===== src/rtl/led_seq_pkg.sv =====
// Shared types and pattern helpers for the LED pattern sequencer.
// Optional button debounce is enabled with LED_SEQ_DEBOUNCE_EN.
package led_seq_pkg;

  typedef enum logic [2:0] {
    MODE_IDLE  = 3'd0,
    MODE_EVEN  = 3'd1,
    MODE_ODD   = 3'd2,
    MODE_ALT   = 3'd3,
    MODE_CHASE = 3'd4
  } mode_e;

  localparam int MODE_COUNT = 5;
  localparam int MAX_LEDS   = 64;

  function automatic logic [MAX_LEDS-1:0] even_pattern(input int n);
    logic [MAX_LEDS-1:0] p;
    p = '0;
    for (int i = 0; i < MAX_LEDS; i += 2) begin
      if (i < n) p[i] = 1'b1;
    end
    return p;
  endfunction

  function automatic logic [MAX_LEDS-1:0] odd_pattern(input int n);
    logic [MAX_LEDS-1:0] p;
    p = '0;
    for (int i = 1; i < MAX_LEDS; i += 2) begin
      if (i < n) p[i] = 1'b1;
    end
    return p;
  endfunction

  function automatic mode_e next_mode(input mode_e m);
    mode_e n;
    unique case (m)
      MODE_IDLE:  n = MODE_EVEN;
      MODE_EVEN:  n = MODE_ODD;
      MODE_ODD:   n = MODE_ALT;
      MODE_ALT:   n = MODE_CHASE;
      MODE_CHASE: n = MODE_IDLE;
      default:    n = MODE_IDLE;
    endcase
    return n;
  endfunction

endpackage


===== src/rtl/led_pattern_sequencer_button_conditioner.sv =====
// Button synchronizer, optional debouncer and rising-edge press pulse.
// Debounce stage is present only when LED_SEQ_DEBOUNCE_EN is defined.
module button_conditioner #(
  parameter int DEBOUNCE_CYCLES = 200_000
) (
  input  logic clk,
  input  logic reset,
  input  logic raw,
  output logic level,
  output logic press
);

  logic sync0_q, sync0_d;
  logic sync1_q, sync1_d;
  logic prev_q, prev_d;

`ifdef LED_SEQ_DEBOUNCE_EN
  localparam int CW = $clog2(DEBOUNCE_CYCLES + 1);
  localparam logic [CW-1:0] CNT_LAST = CW'(DEBOUNCE_CYCLES - 1);

  logic [CW-1:0] cnt_q, cnt_d;
  logic          acc_q, acc_d;

  // Accept the new level on the edge that completes the stable run.
  always_comb begin
    acc_d = acc_q;
    cnt_d = '0;
    if (sync1_q != acc_q) begin
      if (cnt_q == CNT_LAST) acc_d = sync1_q;
      else                   cnt_d = cnt_q + 1'b1;
    end
  end

  always_ff @(posedge clk) begin
    if (reset) begin
      cnt_q <= '0;
      acc_q <= 1'b0;
    end else begin
      cnt_q <= cnt_d;
      acc_q <= acc_d;
    end
  end

  assign level = acc_q;
`else
  logic unused_dbc;
  assign unused_dbc = |DEBOUNCE_CYCLES;
  assign level      = sync1_q;
`endif

  always_comb begin
    sync0_d = raw;
    sync1_d = sync0_q;
    prev_d  = level;
  end

  always_ff @(posedge clk) begin
    if (reset) begin
      sync0_q <= 1'b0;
      sync1_q <= 1'b0;
      prev_q  <= 1'b0;
    end else begin
      sync0_q <= sync0_d;
      sync1_q <= sync1_d;
      prev_q  <= prev_d;
    end
  end

  assign press = level & ~prev_q;

endmodule


===== src/rtl/led_pattern_sequencer.sv =====
// Two-button LED bank sequencer: mode FSM, pause, prescaler, patterns.
// Define LED_SEQ_DEBOUNCE_EN to debounce both buttons.
module led_pattern_sequencer #(
  parameter int NUM_LEDS        = 10,
  parameter int TICK_DIV        = 5_000_000,
  parameter int DEBOUNCE_CYCLES = 200_000
) (
  input  logic                clk,
  input  logic                reset,
  input  logic                button1,
  input  logic                button2,
  output logic [NUM_LEDS-1:0] oleds,
  output logic [2:0]          mode,
  output logic                paused
);

  import led_seq_pkg::*;

  localparam int PW = $clog2(TICK_DIV);
  localparam int SW = $clog2(NUM_LEDS);
  localparam logic [PW-1:0] PRESC_LAST = PW'(TICK_DIV - 1);
  localparam logic [SW-1:0] POS_LAST   = SW'(NUM_LEDS - 1);
  localparam logic [NUM_LEDS-1:0] EVEN_PAT =
    NUM_LEDS'(even_pattern(NUM_LEDS));
  localparam logic [NUM_LEDS-1:0] ODD_PAT =
    NUM_LEDS'(odd_pattern(NUM_LEDS));
  localparam logic [NUM_LEDS-1:0] ONE_HOT0 = NUM_LEDS'(1);

  logic b1_level, b1_press;
  logic b2_level, b2_press;
  logic unused_levels;

  button_conditioner #(
    .DEBOUNCE_CYCLES(DEBOUNCE_CYCLES)
  ) u_btn1 (
    .clk  (clk),
    .reset(reset),
    .raw  (button1),
    .level(b1_level),
    .press(b1_press)
  );

  button_conditioner #(
    .DEBOUNCE_CYCLES(DEBOUNCE_CYCLES)
  ) u_btn2 (
    .clk  (clk),
    .reset(reset),
    .raw  (button2),
    .level(b2_level),
    .press(b2_press)
  );

  assign unused_levels = b1_level ^ b2_level;

  mode_e               mode_q, mode_d;
  logic                paused_q, paused_d;
  logic [PW-1:0]       presc_q, presc_d;
  logic                phase_q, phase_d;
  logic [SW-1:0]       pos_q, pos_d;
  logic [NUM_LEDS-1:0] oleds_q, oleds_d;
  logic                adv, toggle, tick;

  always_comb begin
    adv      = b1_press;
    toggle   = b2_press & ~b1_press;
    tick     = ~paused_q && (presc_q == PRESC_LAST);
    mode_d   = mode_q;
    paused_d = paused_q;
    presc_d  = presc_q;
    phase_d  = phase_q;
    pos_d    = pos_q;
    if (adv) begin
      mode_d   = next_mode(mode_q);
      paused_d = 1'b0;
      presc_d  = '0;
      phase_d  = 1'b0;
      pos_d    = '0;
    end else begin
      if (toggle)    paused_d = ~paused_q;
      if (!paused_q) presc_d  = tick ? '0 : presc_q + 1'b1;
      if (tick && mode_q == MODE_ALT) phase_d = ~phase_q;
      if (tick && mode_q == MODE_CHASE)
        pos_d = (pos_q == POS_LAST) ? '0 : pos_q + 1'b1;
    end
  end

  // Pattern comes from next-state so oleds never lags mode.
  always_comb begin
    oleds_d = '0;
    unique case (mode_d)
      MODE_IDLE:  oleds_d = '0;
      MODE_EVEN:  oleds_d = EVEN_PAT;
      MODE_ODD:   oleds_d = ODD_PAT;
      MODE_ALT:   oleds_d = phase_d ? ODD_PAT : EVEN_PAT;
      MODE_CHASE: oleds_d = ONE_HOT0 << pos_d;
      default:    oleds_d = '0;
    endcase
  end

  always_ff @(posedge clk) begin
    if (reset) begin
      mode_q   <= MODE_IDLE;
      paused_q <= 1'b0;
      presc_q  <= '0;
      phase_q  <= 1'b0;
      pos_q    <= '0;
      oleds_q  <= '0;
    end else begin
      mode_q   <= mode_d;
      paused_q <= paused_d;
      presc_q  <= presc_d;
      phase_q  <= phase_d;
      pos_q    <= pos_d;
      oleds_q  <= oleds_d;
    end
  end

  assign oleds  = oleds_q;
  assign mode   = mode_q;
  assign paused = paused_q;

endmodule


===== config.mk =====
export PLATFORM = sky130hd
export DESIGN_NAME = led_pattern_sequencer
export DESIGN_NICKNAME = d
export VERILOG_FILES = /design/src/rtl/led_seq_pkg.sv /design/src/rtl/led_pattern_sequencer_button_conditioner.sv /design/src/rtl/led_pattern_sequencer.sv
export SDC_FILE = /design/constraint.sdc
export NUM_CORES = 1
export LEC_CHECK = 0
export CORE_MARGIN = 2
export CORE_UTILIZATION = 55
export CTS_BUF_LIST = sky130_fd_sc_hd__clkbuf_4 sky130_fd_sc_hd__clkbuf_8
export DETAILED_ROUTE_END_ITERATION = 8
export DONT_BUFFER_PORTS = 1
export PLACE_DENSITY = 0.76
export SLEW_MARGIN = 25
export SYNTH_ARGS = -nofsm -noshare
export SYNTH_HDL_FRONTEND = slang
export SYNTH_SLANG_ARGS = --single-unit

===== constraint.sdc =====
create_clock -name clk -period 3.5 [get_ports clk]
set_clock_uncertainty 0.15 [all_clocks]
set_input_delay 0.875 -clock clk [delete_from_list [all_inputs] [get_ports clk]]
set_output_delay 0.875 -clock clk [all_outputs]
set_load 0.01 [all_outputs]

# [Yosys cells after proc, flatten, opt, wreduce, memory -nomap -nowiden]
# Cells that the tools add are included.
[totals] regBits=48 elab_cells=48
[classes] add_sub_neg=2 eq_ne=10 shift=1 muxes=10 n_bitwise=8 n_reduce_logical=5
[ops] operator="10-bit one-hot mux with 4 select lines" count=1
[ops] operator="23-bit by 1-bit adder with 23-bit output (second input constant)" count=1
[ops] operator="23-bit == test (second input constant)" count=1
[ops] operator="23-bit two-way mux" count=1
[ops] operator="3-bit by 2-bit == test with 1-bit output (second input constant)" count=4
[ops] operator="4-bit two-way mux" count=3
[ops] operator="3-bit one-hot mux with 4 select lines" count=1
[ops] operator="10-bit two-way mux" count=1
[ops] operator="1-bit by 4-bit << shifter with 10-bit output (first input constant)" count=1
[ops] operator="3-bit by 1-bit == test with 1-bit output (second input constant)" count=2
[ops] operator="3-bit == test (second input constant)" count=2
[ops] operator="1-bit inverter" count=5
[ops] operator="4-bit by 1-bit adder with 4-bit output (second input constant)" count=1
[ops] operator="4-bit == test (second input constant)" count=1
[ops] operator="1-bit bitwise AND" count=3
[ops] operator="1-bit logical AND" count=3
[ops] operator="3-bit zero test" count=1
[ops] operator="3-bit two-way mux" count=1
[ops] operator="1-bit two-way mux" count=2
[ops] operator="2-bit OR reduction" count=1

# [Logic depth before layout (Yosys ltp)]
[depth] word_depth=7 mapped_depth=8 mapped_depth_nobuf=7

# [Hierarchy]
# From an unflattened synthesis, not the netlist that was laid out.
[hier_totals] cells_unflattened=261 area_unflattened_um2=2282.2
[modules_own_cells] mod="led_pattern_sequencer" instances=1 cells_per_inst=247 area_per_inst_um2=2107.0 seq_area_each_um2=840.8
[modules_own_cells] mod="button_conditioner" instances=2 cells_per_inst=7 area_per_inst_um2=87.6 seq_area_each_um2=60.1

# [Least setup slack after synthesis]
# OpenSTA, ideal clock, no wires.
[synth_timing] kind="flip-flop to flip-flop" startpoint="register mode_q[1] (netlist: mode[1])" endpoint="register oleds_q[5] (netlist: oleds[5])" t_arrival_ns=2.317 required_ns=3.254 setup_slack_ns=0.937 stages_incl_launch_ff=8 synth_period_minus_slack_ns=2.563 cell_sequence="dfxtp_1 clkbuf_1 or4bb_1 or4_4 or2_4 and2_4 o21a_1 o41ai_2"
[synth_between] elab_chain_cells=6 elab_cells_between_ends=20
[synth_lines] element="start: declaration" line_no="led_pattern_sequencer.sv:55" text="mode_e mode_q, mode_d;"
[synth_lines] element="start signal: assignment" line_no="led_pattern_sequencer.sv:109" text="mode_q <= mode_d;"
[synth_lines] element="branches (longest 5 deep; another with 3-bit one-hot mux with 4 select lines)"
[synth_lines] element="10-bit one-hot mux with 4 select lines *" line_no="led_pattern_sequencer.sv:90" text="unique case (mode_d)"
[synth_lines] element="end signal: assignment" line_no="led_pattern_sequencer.sv:114" text="oleds_q <= oleds_d;"
[synth_lines] element="end: declaration" line_no="led_pattern_sequencer.sv:60" text="logic [NUM_LEDS-1:0] oleds_q, oleds_d;"
# Mark *: on every way between the ends.
# A chain may end at the register's enable or synchronous reset.

# [Worst setup path in the final report]
[layout_timing] startpoint="register mode_q[2] (netlist: mode[2])" endpoint="register oleds_q[5] (netlist: oleds[5])"
# Same word-level chain as after synthesis.

==> flow_metrics.env <==
export IMPL_status="completed"
export IMPL_clkTransAtPathRegs_ns=0.09
export IMPL_drc=0
export IMPL_postSynthCellCount=276
export IMPL_hold_buffers=0
export IMPL_startpoint_type="flop"
export IMPL_rows=23
export IMPL_async_flop_share=0
export IMPL_worst_pin_slew_ns=0.573
export IMPL_grt_max_degree=22
export IMPL_core_area_sq_mm=0.00403
export IMPL_min_path_type="flop to flop"
export IMPL_dp_cells=312
export IMPL_min_path_cells=1
export IMPL_die_area_sq_mm=0.00473
export IMPL_nFillCells=362
export IMPL_routed_via_density=5.88
export IMPL_clockBufferDepth=2
export IMPL_ir_worst_vdd_mv=0.254
export IMPL_r2r_setup_slack_ns=0.70
export IMPL_layout_commonest_cell="dfxtp_1"
export IMPL_netlist_area_sq_mm=0.00231
export IMPL_power_mw=1.04
export IMPL_synth_edff_count=0
export IMPL_synth_seq_cells=48
export IMPL_diodes=0
export IMPL_gr_usage_all_layers=0.207
export IMPL_synth_top_cell_area_share=0.417
export IMPL_grt_first_pass_wirelength_mm=7.35
export IMPL_tritoncts="yes"
export IMPL_worst_hold_path_endpoint="u_btn1.level$_SDFF_PP0_"
export IMPL_ys_warn_count=0
export IMPL_cts_setup_buffers=0
export IMPL_min_from="u_btn1.sync0_q$_SDFF_PP0_"
export IMPL_grt_pass1_vias=1624
export IMPL_min_period_ns=2.80
export IMPL_root_buffer="clkbuf_8"
export IMPL_maxCapViolations=0
export IMPL_syn2layout_area_growth_pct=6.02
export IMPL_whs_ns=0.292
export IMPL_p_leak_nw=0.852
export IMPL_crit_fanout=14
export IMPL_clock_sinks=48
export IMPL_r2r_start="mode[2]$_SDFF_PP0_"
export IMPL_cts_resized=0
export IMPL_drive_gt1_frac=0.0704
export IMPL_wl_mm=4.41
export IMPL_worst_path_largest_cell_delay_ns=0.63
export IMPL_drtPass1Iterations=4
export IMPL_ff2ff_path_depth=6
export IMPL_fin_setup_tns_ns=0
export IMPL_worst_setup_path_type="flop to flop"
export IMPL_die_width_um=68.8
export IMPL_syn_nets=281
export IMPL_multiInputGateArea_sq_mm=0.00128
export IMPL_crit_path_end_kind="flop"
export IMPL_slew_viol_final=0
export IMPL_htreeDepth=2
export IMPL_nets=274
export IMPL_critPathRequiredTime_ns=3.56
export IMPL_relSlewSlack=0.614
export IMPL_hold_viol_final=0
export IMPL_synth_top_flop_cell="dfxtp_1"
export IMPL_timing_rr_end="oleds[5]$_SDFF_PP0_"
export IMPL_slowest_stage="dfxtp_1"
export IMPL_worstPathArrival_ns=2.85
export IMPL_gr_total_overflow=0
export IMPL_gp_congestion=0.873
export IMPL_p_per_area_mw_per_mm2=424
export IMPL_ios=18
export IMPL_clk_latency_ns=0.30
export IMPL_die_h_um=68.8
export IMPL_synth_area_leaders="dfxtp_1 42%, nor2_1 7.3%, xor2_1 6.5%"
export IMPL_cts_buffers=5
export IMPL_hpwlAfterDp_mm=3.14
export IMPL_seq_area_sq_um=961
export IMPL_finalNonFillerCells=320
export IMPL_start_util=0.572
export IMPL_fin_crit_sh=0.800
export IMPL_cp_cell_sequence="or4bb_1 > or4_4 > or2_4 > and2_4 > o21a_1 > o41ai_2"
export IMPL_syn_area_per_cell_sq_um=8.35
export IMPL_layout_common_cells="48 x dfxtp_1, 45 x nor2_1, 21 x nand2_1, 17 x xor2_1, 14 x nand3_1"
export IMPL_drt_initial_drc_count=191
export IMPL_grt_setup_unrepaired="no"
export IMPL_antenna_found_initial=0
export IMPL_vias=1880
export IMPL_detail_route_wl_per_cell_um=13.8
export IMPL_yosysSeqAreaShare=0.417
export IMPL_synthDistinctLibCells=47
export IMPL_io_buffers=0
export IMPL_synth_area_leader_cell="dfxtp_1"
export IMPL_finalSetupViolCount=0
export IMPL_max_freq_mhz=357
export IMPL_antenna_left=0
-- cell usage after synthesis (5+ instances only) --
master and number:
xor2_1 17, and3_1 5, xnor2_1 12, dfxtp_1 48
a21oi_1 10, nor2b_1 10, nand2_1 21, nor3_1 5
nor4_1 5, clkbuf_1 14, nor2_1 45, nand4_1 5
and2_1 5, nand3_1 14, o21ai_0 13
-- layer usage --
metal | track usage | share of wire | vias to the layer above
li1 | - | - | 945
met1 | 0.289 | 0.49 | 898
met2 | 0.316 | 0.45 | 32
met3 | 0.0487 | 0.041 | 5
met4 | 0.0662 | 0.011 | 0
met5 | 0 | 0 | -
-- metrics by stage --
step | area [sq um] | utilization | setup slack, ns
after floorplan | 2310 | - | 0.937
after global placement | 2320 | 0.575 | 0.783
after detailed placement | 2320 | 0.575 | 0.735
after CTS | 2440 | 0.607 | 0.700
after global routing | 2440 | 0.607 | 0.552
final | 2440 | 0.607 | 0.702
-- cell families after synthesis --
logic type / synth area share
AOI/OAI and AO/OA: 0.112
xor gates and xnor gates: 0.110
adders and majority gates: 0.00543
buffers and inverters: 0.0282
DFF: 0.417
muxes: 0.00488
and+or+nand+nor: 0.322
-- critical path: cells and delay by family (launching register included) --
kind,cells,cell delay (ns)
AOI/OAI and AO/OA,2,0.51
DFF,1,0.63
and+or+nand+nor,4,1.42
-- power breakdown --
| group | internal, mW | switching, mW |
|---|---|---|
| sequential | 0.557 | 0.0105 |
| combinational | 0.0152 | 0.0213 |
| clock | 0.252 | 0.181 |
-- worst max path at each step --
stage,from,to,depth (start not counted)
6_report,mode[2]$_SDFF_PP0_,oleds[5]$_SDFF_PP0_,6
5_1_grt,mode[2]$_SDFF_PP0_,oleds[7]$_SDFF_PP0_,6
4_1_cts,mode[2]$_SDFF_PP0_,oleds[5]$_SDFF_PP0_,6
3_5_place_dp,mode[2]$_SDFF_PP0_,oleds[7]$_SDFF_PP0_,6
3_3_place_gp,mode[2]$_SDFF_PP0_,oleds[5]$_SDFF_PP0_,6
2_1_floorplan,mode[1]$_SDFF_PP0_,oleds[5]$_SDFF_PP0_,7
-- registers in the layout, indices dropped and copies added, names as in the netlist --
| register | count |
|---|---|
| u_btn1.sync0_q | 1 |
| u_btn2.sync0_q | 1 |
| oleds | 10 |
| pos_q | 4 |
| paused | 1 |
| u_btn2.prev_q | 1 |
| mode | 3 |
| phase_q | 1 |
| u_btn2.level | 1 |
| u_btn1.prev_q | 1 |
| u_btn1.level | 1 |
| presc_q | 23 |
-- area by class of cell --
| class | instances | area share |
|---|---|---|
| well taps | 50 | 0.0256 |
| multi-input cells | 211 | 0.524 |
| flip-flops and latches | 48 | 0.393 |
| clock inverters | 1 | 0.0123 |
| repair buffers | 1 | 0.00307 |
| inverters | 2 | 0.00307 |
| clock buffers | 7 | 0.0394 |
No activity file was read; power rests on OpenSTA's default activity.
==> edit 1 (same flow settings) <==
Register the inputs `button1` and `button2` before use, cleared by the reset. The logic sees them one clock later.
--- a/src/rtl/led_pattern_sequencer.sv
+++ b/src/rtl/led_pattern_sequencer.sv
@@ -26,6 +26,19 @@
     NUM_LEDS'(odd_pattern(NUM_LEDS));
   localparam logic [NUM_LEDS-1:0] ONE_HOT0 = NUM_LEDS'(1);
 
+  logic button1_q;
+  logic button2_q;
+
+  always_ff @(posedge clk) begin
+    if (reset) begin
+      button1_q <= '0;
+      button2_q <= '0;
+    end else begin
+      button1_q <= button1;
+      button2_q <= button2;
+    end
+  end
+
   logic b1_level, b1_press;
   logic b2_level, b2_press;
   logic unused_levels;
@@ -35,7 +48,7 @@
   ) u_btn1 (
     .clk  (clk),
     .reset(reset),
-    .raw  (button1),
+    .raw  (button1_q),
     .level(b1_level),
     .press(b1_press)
   );
@@ -45,7 +58,7 @@
   ) u_btn2 (
     .clk  (clk),
     .reset(reset),
-    .raw  (button2),
+    .raw  (button2_q),
     .level(b2_level),
     .press(b2_press)
   );
Function: changed (Yosys sat finds a counterexample within 4 cycles, from zero or initial values and one cycle with reset high).
==> edit 1 against the unedited design <==
  * Setup slack lost 15 ps
  * Largest cell class unchanged
  * Critical endpoint is now oleds[8]
  * Final area decreased by 1.8%
  * Die area up 0.41%
  * Synthesized cell count shrank 4.3%
  * Critical path type unchanged
  * Sequential cell count up 2
  * Via count is 4.7% lower
  * Routed wire length fell by 4.6%
  * Non-clock buffer count shrank 1
  * First-iteration DRC count decreased by 32%
  * Synthesized area rose by 0.43%
  * Total power down 6.8%
==> edit 1: results (changes against the unedited design) <==
| Metric | Value |
|---|---|
| Synth Area in Compound Gates | 9.238% (-2.0 points) |
| FF-to-FF setup slack | 690 ps (-20 ps) |
| Placed inst area | 2306 um^2 (-0.54%) |
| GRT Total Usage | 20.36% (-0.36 points) |
| WL/cell | 13.70 um (-0.56%) |
| Post-Synth Adder-Cell Area | 0.5402% (-0.0023 points) |
| Synth top cells by count | dfxtp_1 (50), nor2_1 (44), nand2_1 (15), xnor2_1 (15) |
| Hold Path Class | register to register |
| Synth async-reset ratio | 0% (unchanged) |
| Global-route wire length before repair | 7.107 mm (-3.3%) |
| Top cells by area, synth | dfxtp_1 (43%), nor2_1 (7.1%), xnor2_1 (5.7%) |
| Finished Layout Cells | 307 (-4.1%) |
| Pleak | 0.0008449 uW (-0.83%) |
| Iter 0 DRT Violations | 129 (-32%) |
| HPWL after DPL | 2.922 mm (-7.0%) |
| CP arrival | 2830 ps (-20 ps) |
| Multiplexer share of the synthesized area | 1.297% (+0.81 points) |
| Register area share after synthesis | 43.22% (+1.5 points) |
| Vias in the first global route | 1575 (-3.0%) |
| Unique masters post-synth | 48 (+2.1%) |
| Cells after DPL | 299 (-4.2%) |
| Yosys warns | 0 (unchanged) |
| Syn Inst Count | 264 (-4.3%) |
| CP max FO | 6 (-8) |
| Routability Congestion | 0.8779 (+0.60%) |
| Outcome | complete, no violations |
| Fillers | 363 (+0.28%) |
| Crit-path slowest cell | or4b_4 |
| Longest Clk Path Bufs | 2 (unchanged) |
| Relative slew slack | 55.91% (-5.5 points) |
| Layout cells sized above 1 | 6.226% (-0.81 points) |
| Post-Synth XOR/XNOR Area | 9.833% (-1.2 points) |
| DR vias/cell | 5.834 (-0.70%) |
| Mapped Nets | 269 (-4.3%) |
| Max VDD drop | 0.0002540 V (+0.19%) |
edit 1: cell type report:
class	count	share of cell area, %
clock buffers	7	3.752
inverters	7	1.094
flip-flops and latches	50	41.69
multi-input cells	192	50.65
well taps	50	2.606
clock inverters	1	0.2084
edit 1: path summary, 6_finish.rpt:
kind / start / endpoint / cells past startpoint
setup / recovery: presc_q[0] / oleds[8] / 7
hold / removal: u_btn1.sync0_q / u_btn1.level / 1
setup reg to reg: presc_q[0] / oleds[8] / 7
hold reg to reg: u_btn1.sync0_q / u_btn1.level / 1
edit 1: kinds of logic after synthesis:
| family | count (synthesis) |
|---|---|
| flip-flops | 50 |
| multiplexers | 3 |
| AO/OA/AOI/OAI | 32 |
| XOR/XNOR | 26 |
| adder cells (fa/ha/maj) | 1 |
| AND/OR/NAND/NOR | 130 |
| buffers and inverters | 22 |
edit 1: worst max-delay path, delay by kind of cell, from the launching register on:
family                     cells  cell delay, ps
AOI/OAI and AO/OA              2             760
DFF                            1             400
and+or+nand+nor                4            1120
adders and majority gates      1             250
edit 1: per-stage QoR:
step / utilization (%) / worst slack, ps / power [uW] / hold WS [ps]
2_1_floorplan: - / 962.3 / 629.5 / 263.8
3_3_place_gp: 57.24 / 789.0 / 632.7 / 267.6
3_5_place_dp: 57.24 / 731.6 / 633.9 / 277.5
4_1_cts: 59.60 / 691.1 / 978.3 / 297.4
5_1_grt: 59.60 / 459.0 / 1017 / 314.0
6_report: 59.60 / 686.2 / 965.7 / 296.7
edit 1: where the power goes:
part,total [uW],switching (uW),leakage [uW],internal [uW]
registers,590,10.7,0.000405,579
logic,30.6,17.3,0.000388,13.3
clock network,345,178,0.0000517,167
total,966,206,0.000845,760
edit 1: metal layers:
layer / GRT usage (%) / up-vias / routed length (um)
met2: 29.57 / 44 / 1870
met5: 0 / - / 0
met3: 7.630 / 6 / 256
met4: 8.578 / 0 / 50
li1: - / 905 / -
met1: 27.04 / 836 / 2030
==> edit 2 (same flow settings) <==
Without the edit above. The parameter `NUM_LEDS` goes from 10 to 11.
--- a/src/rtl/led_pattern_sequencer.sv
+++ b/src/rtl/led_pattern_sequencer.sv
@@ -1,7 +1,7 @@
 // Two-button LED bank sequencer: mode FSM, pause, prescaler, patterns.
 // Define LED_SEQ_DEBOUNCE_EN to debounce both buttons.
 module led_pattern_sequencer #(
-  parameter int NUM_LEDS        = 10,
+  parameter int NUM_LEDS        = 11,
   parameter int TICK_DIV        = 5_000_000,
   parameter int DEBOUNCE_CYCLES = 200_000
 ) (
Interface: changed (resized oleds); port bits go from 18 to 19. The function was not compared with the original's and may differ.
==> edit 2 against the unedited design <==
  * First-iteration DRC count decreased by 34%
  * Total power decreased by 4.1%
  * Sequential cell count increased by 1
  * Synthesized area increased by 4.7%
  * Global-route usage decreased by 0.52 points
  * Setup slack improved by 310 ps
  * Cell count decreased by 1.9%
  * Routed wire length increased by 6.9%
  * Synthesized cell count decreased by 4.0%
  * Final area increased by 2.4%
==> edit 2: results (changes against the unedited design) <==
| Metric | Value |
|---|---|
| Outcome | complete, no violations |
| Unique masters post-synth | 59 (+26%) |
| Setup Buffers After CTS | 0 (unchanged) |
| Pleak | 0.0008358 uW (-1.9%) |
| Clock Pin Slew Worst Setup and Hold Paths | 90 ps (about the same) |
| Largest net degree at the start of global routing | 21 (-4.5%) |
| Initial antenna violation count | 0 (unchanged) |
| Root Buffer | clkbuf_8 |
| Top cells by area, synth | dfxtp_1 (41%), xnor2_1 (5.4%), nor2_1 (5.3%) |
| Syn Inst Count | 265 (-4.0%) |
| FF-to-FF setup slack | 1010 ps (+310 ps) |
| Max VDD drop | 0.0002088 V (-18%) |
| CP arrival | 2560 ps (-290 ps) |
| Longest Clk Path Bufs | 2 (unchanged) |
| Layout cells sized above 1 | 11.45% (+4.4 points) |
| Buffers added on ports | 0 (unchanged) |
| CP max stage delay | 610 ps (-20 ps) |
| Fin Hold WS | 293.9 ps (+1.726 ps) |
| Max-Cap Viols | 0 (unchanged) |
| CP Launch Point | presc_q[6] |
| TritonCTS Buffers | 5 (unchanged) |
| Yosys warns | 0 (unchanged) |
| CP max FO | 5 (-9) |
| Relative slew slack | 41.06% (-20 points) |
| Cells after DPL | 306 (-1.9%) |
| DRC viols | 0 (unchanged) |
| WL/cell | 15.01 um (+8.9%) |
| Hold path cells | 1 (unchanged) |
| Vias in the first global route | 1678 (+3.3%) |
| Register area share after synthesis | 40.64% (-1.0 points) |
| Crit-path slowest cell | or4_4 |
| Top delay family on crit path | simple AND/OR/NAND/NOR gates |
| Final WL | 4.713 mm (+6.9%) |
| Hold Path Class | register to register |
| Worst Hold End | u_btn2.level |
| HPWL after DPL | 3.345 mm (+6.5%) |
| Max reg flops | 23 (unchanged) |
| DR vias/cell | 5.990 (+2.0%) |
| Global-route wire length before repair | 8.031 mm (+9.3%) |
| Post-cts resize count | 0 (unchanged) |
| Reg2Reg Capture Point | oleds[4] |
| DR pass1 iterations | 4 (unchanged) |
| R2R cell count | 5 (-1) |
| # diodes | 0 (unchanged) |
| GRT Total Usage | 20.20% (-0.52 points) |
| Min-delay src | u_btn2.sync0_q |
| Routability Congestion | 0.9355 (+7.2%) |
| Worst skew pair latency | slightly above 300 ps |
| Largest Register | presc_q |
| Iter 0 DRT Violations | 126 (-34%) |
| Synth async-reset ratio | 0% (unchanged) |
| H-Tree Depth | 2 (unchanged) |
| Synth top cells by count | dfxtp_1 (49), nor2_1 (34), nand2_1 (22) |
## edit 2: changes by cell type in the layout (fill, tap and decap cells not counted), moves of 3 or more
cell     before  now
nor2_1       45   34
o21ai_0      13    2
xor2_1       17   10
and2_1        5    0
inv_1         2    7
nand3_1      14    9
nor3_1        5   10
a21oi_1      10    6
o21ai_1       1    5
o31ai_1       3    7
and3_1        5    2
xnor2_1      12   15
## edit 2: through the flow
| stage | power [uW] | cell area, um^2 | setup WS, ps |
|---|---|---|---|
| global route | 1030 | 2504 | 775.9 |
| detailed placement | 637.6 | 2399 | 1002 |
| global placement | 637.1 | 2399 | 1072 |
| finish | 994.1 | 2504 | 1008 |
| floorplan | 632.7 | 2414 | 1119 |
| CTS | 1003 | 2504 | 999.3 |
## edit 2: logic make-up after synthesis
logic type	Yosys count	share of synthesized area (%)
adders and majority gates	1	0.5183
DFF	49	40.64
xor gates and xnor gates	25	9.072
AOI/OAI and AO/OA	38	11.72
muxes	3	1.296
and+or+nand+nor	130	32.04
buffers and inverters	19	4.718
## edit 2: layer usage
| layer | part of all wire (%) | GRT usage (%) | up-vias | routed length (um) |
|---|---|---|---|---|
| met5 | 0 | 0 | - | 0 |
| met4 | 1.7 | 6.197 | 0 | 78 |
| met3 | 6.2 | 4.473 | 8 | 293 |
| met2 | 43 | 29.04 | 62 | 2013 |
| met1 | 49 | 30.13 | 876 | 2327 |
| li1 | - | - | 935 | - |
## edit 2: worst max path at each step
| stage | slack, ps | end |
|---|---|---|
| 2_1_floorplan | 1120 | oleds[6] |
| 3_3_place_gp | 1070 | oleds[6] |
| 3_5_place_dp | 1000 | oleds[4] |
| 4_1_cts | 1000 | oleds[4] |
| 5_1_grt | 780 | presc_q[9] |
| 6_report | 1010 | oleds[4] |
## edit 2: where the power goes
part           switching (uW)  total [uW]  internal [uW]
Clock                     187         370            183
Combinational            20.7        36.6           15.9
Sequential               15.3         588            572
## edit 2: layout make-up
cell class	instances	area [um^2]
fill	392	1790
multi-input combinational	197	1319
sequential	49	980.9
clock buffer	7	96.34
tap	52	65.06
inverter	7	26.28
clock inverter	1	8.758
timing repair buffer	1	7.507
## edit 2: worst reg2reg max path: cells and delay by family (launching register included)
family	cells	cell delay, ps
flops	1	370
compound gates	1	230
simple gates	3	1320
mux	1	350
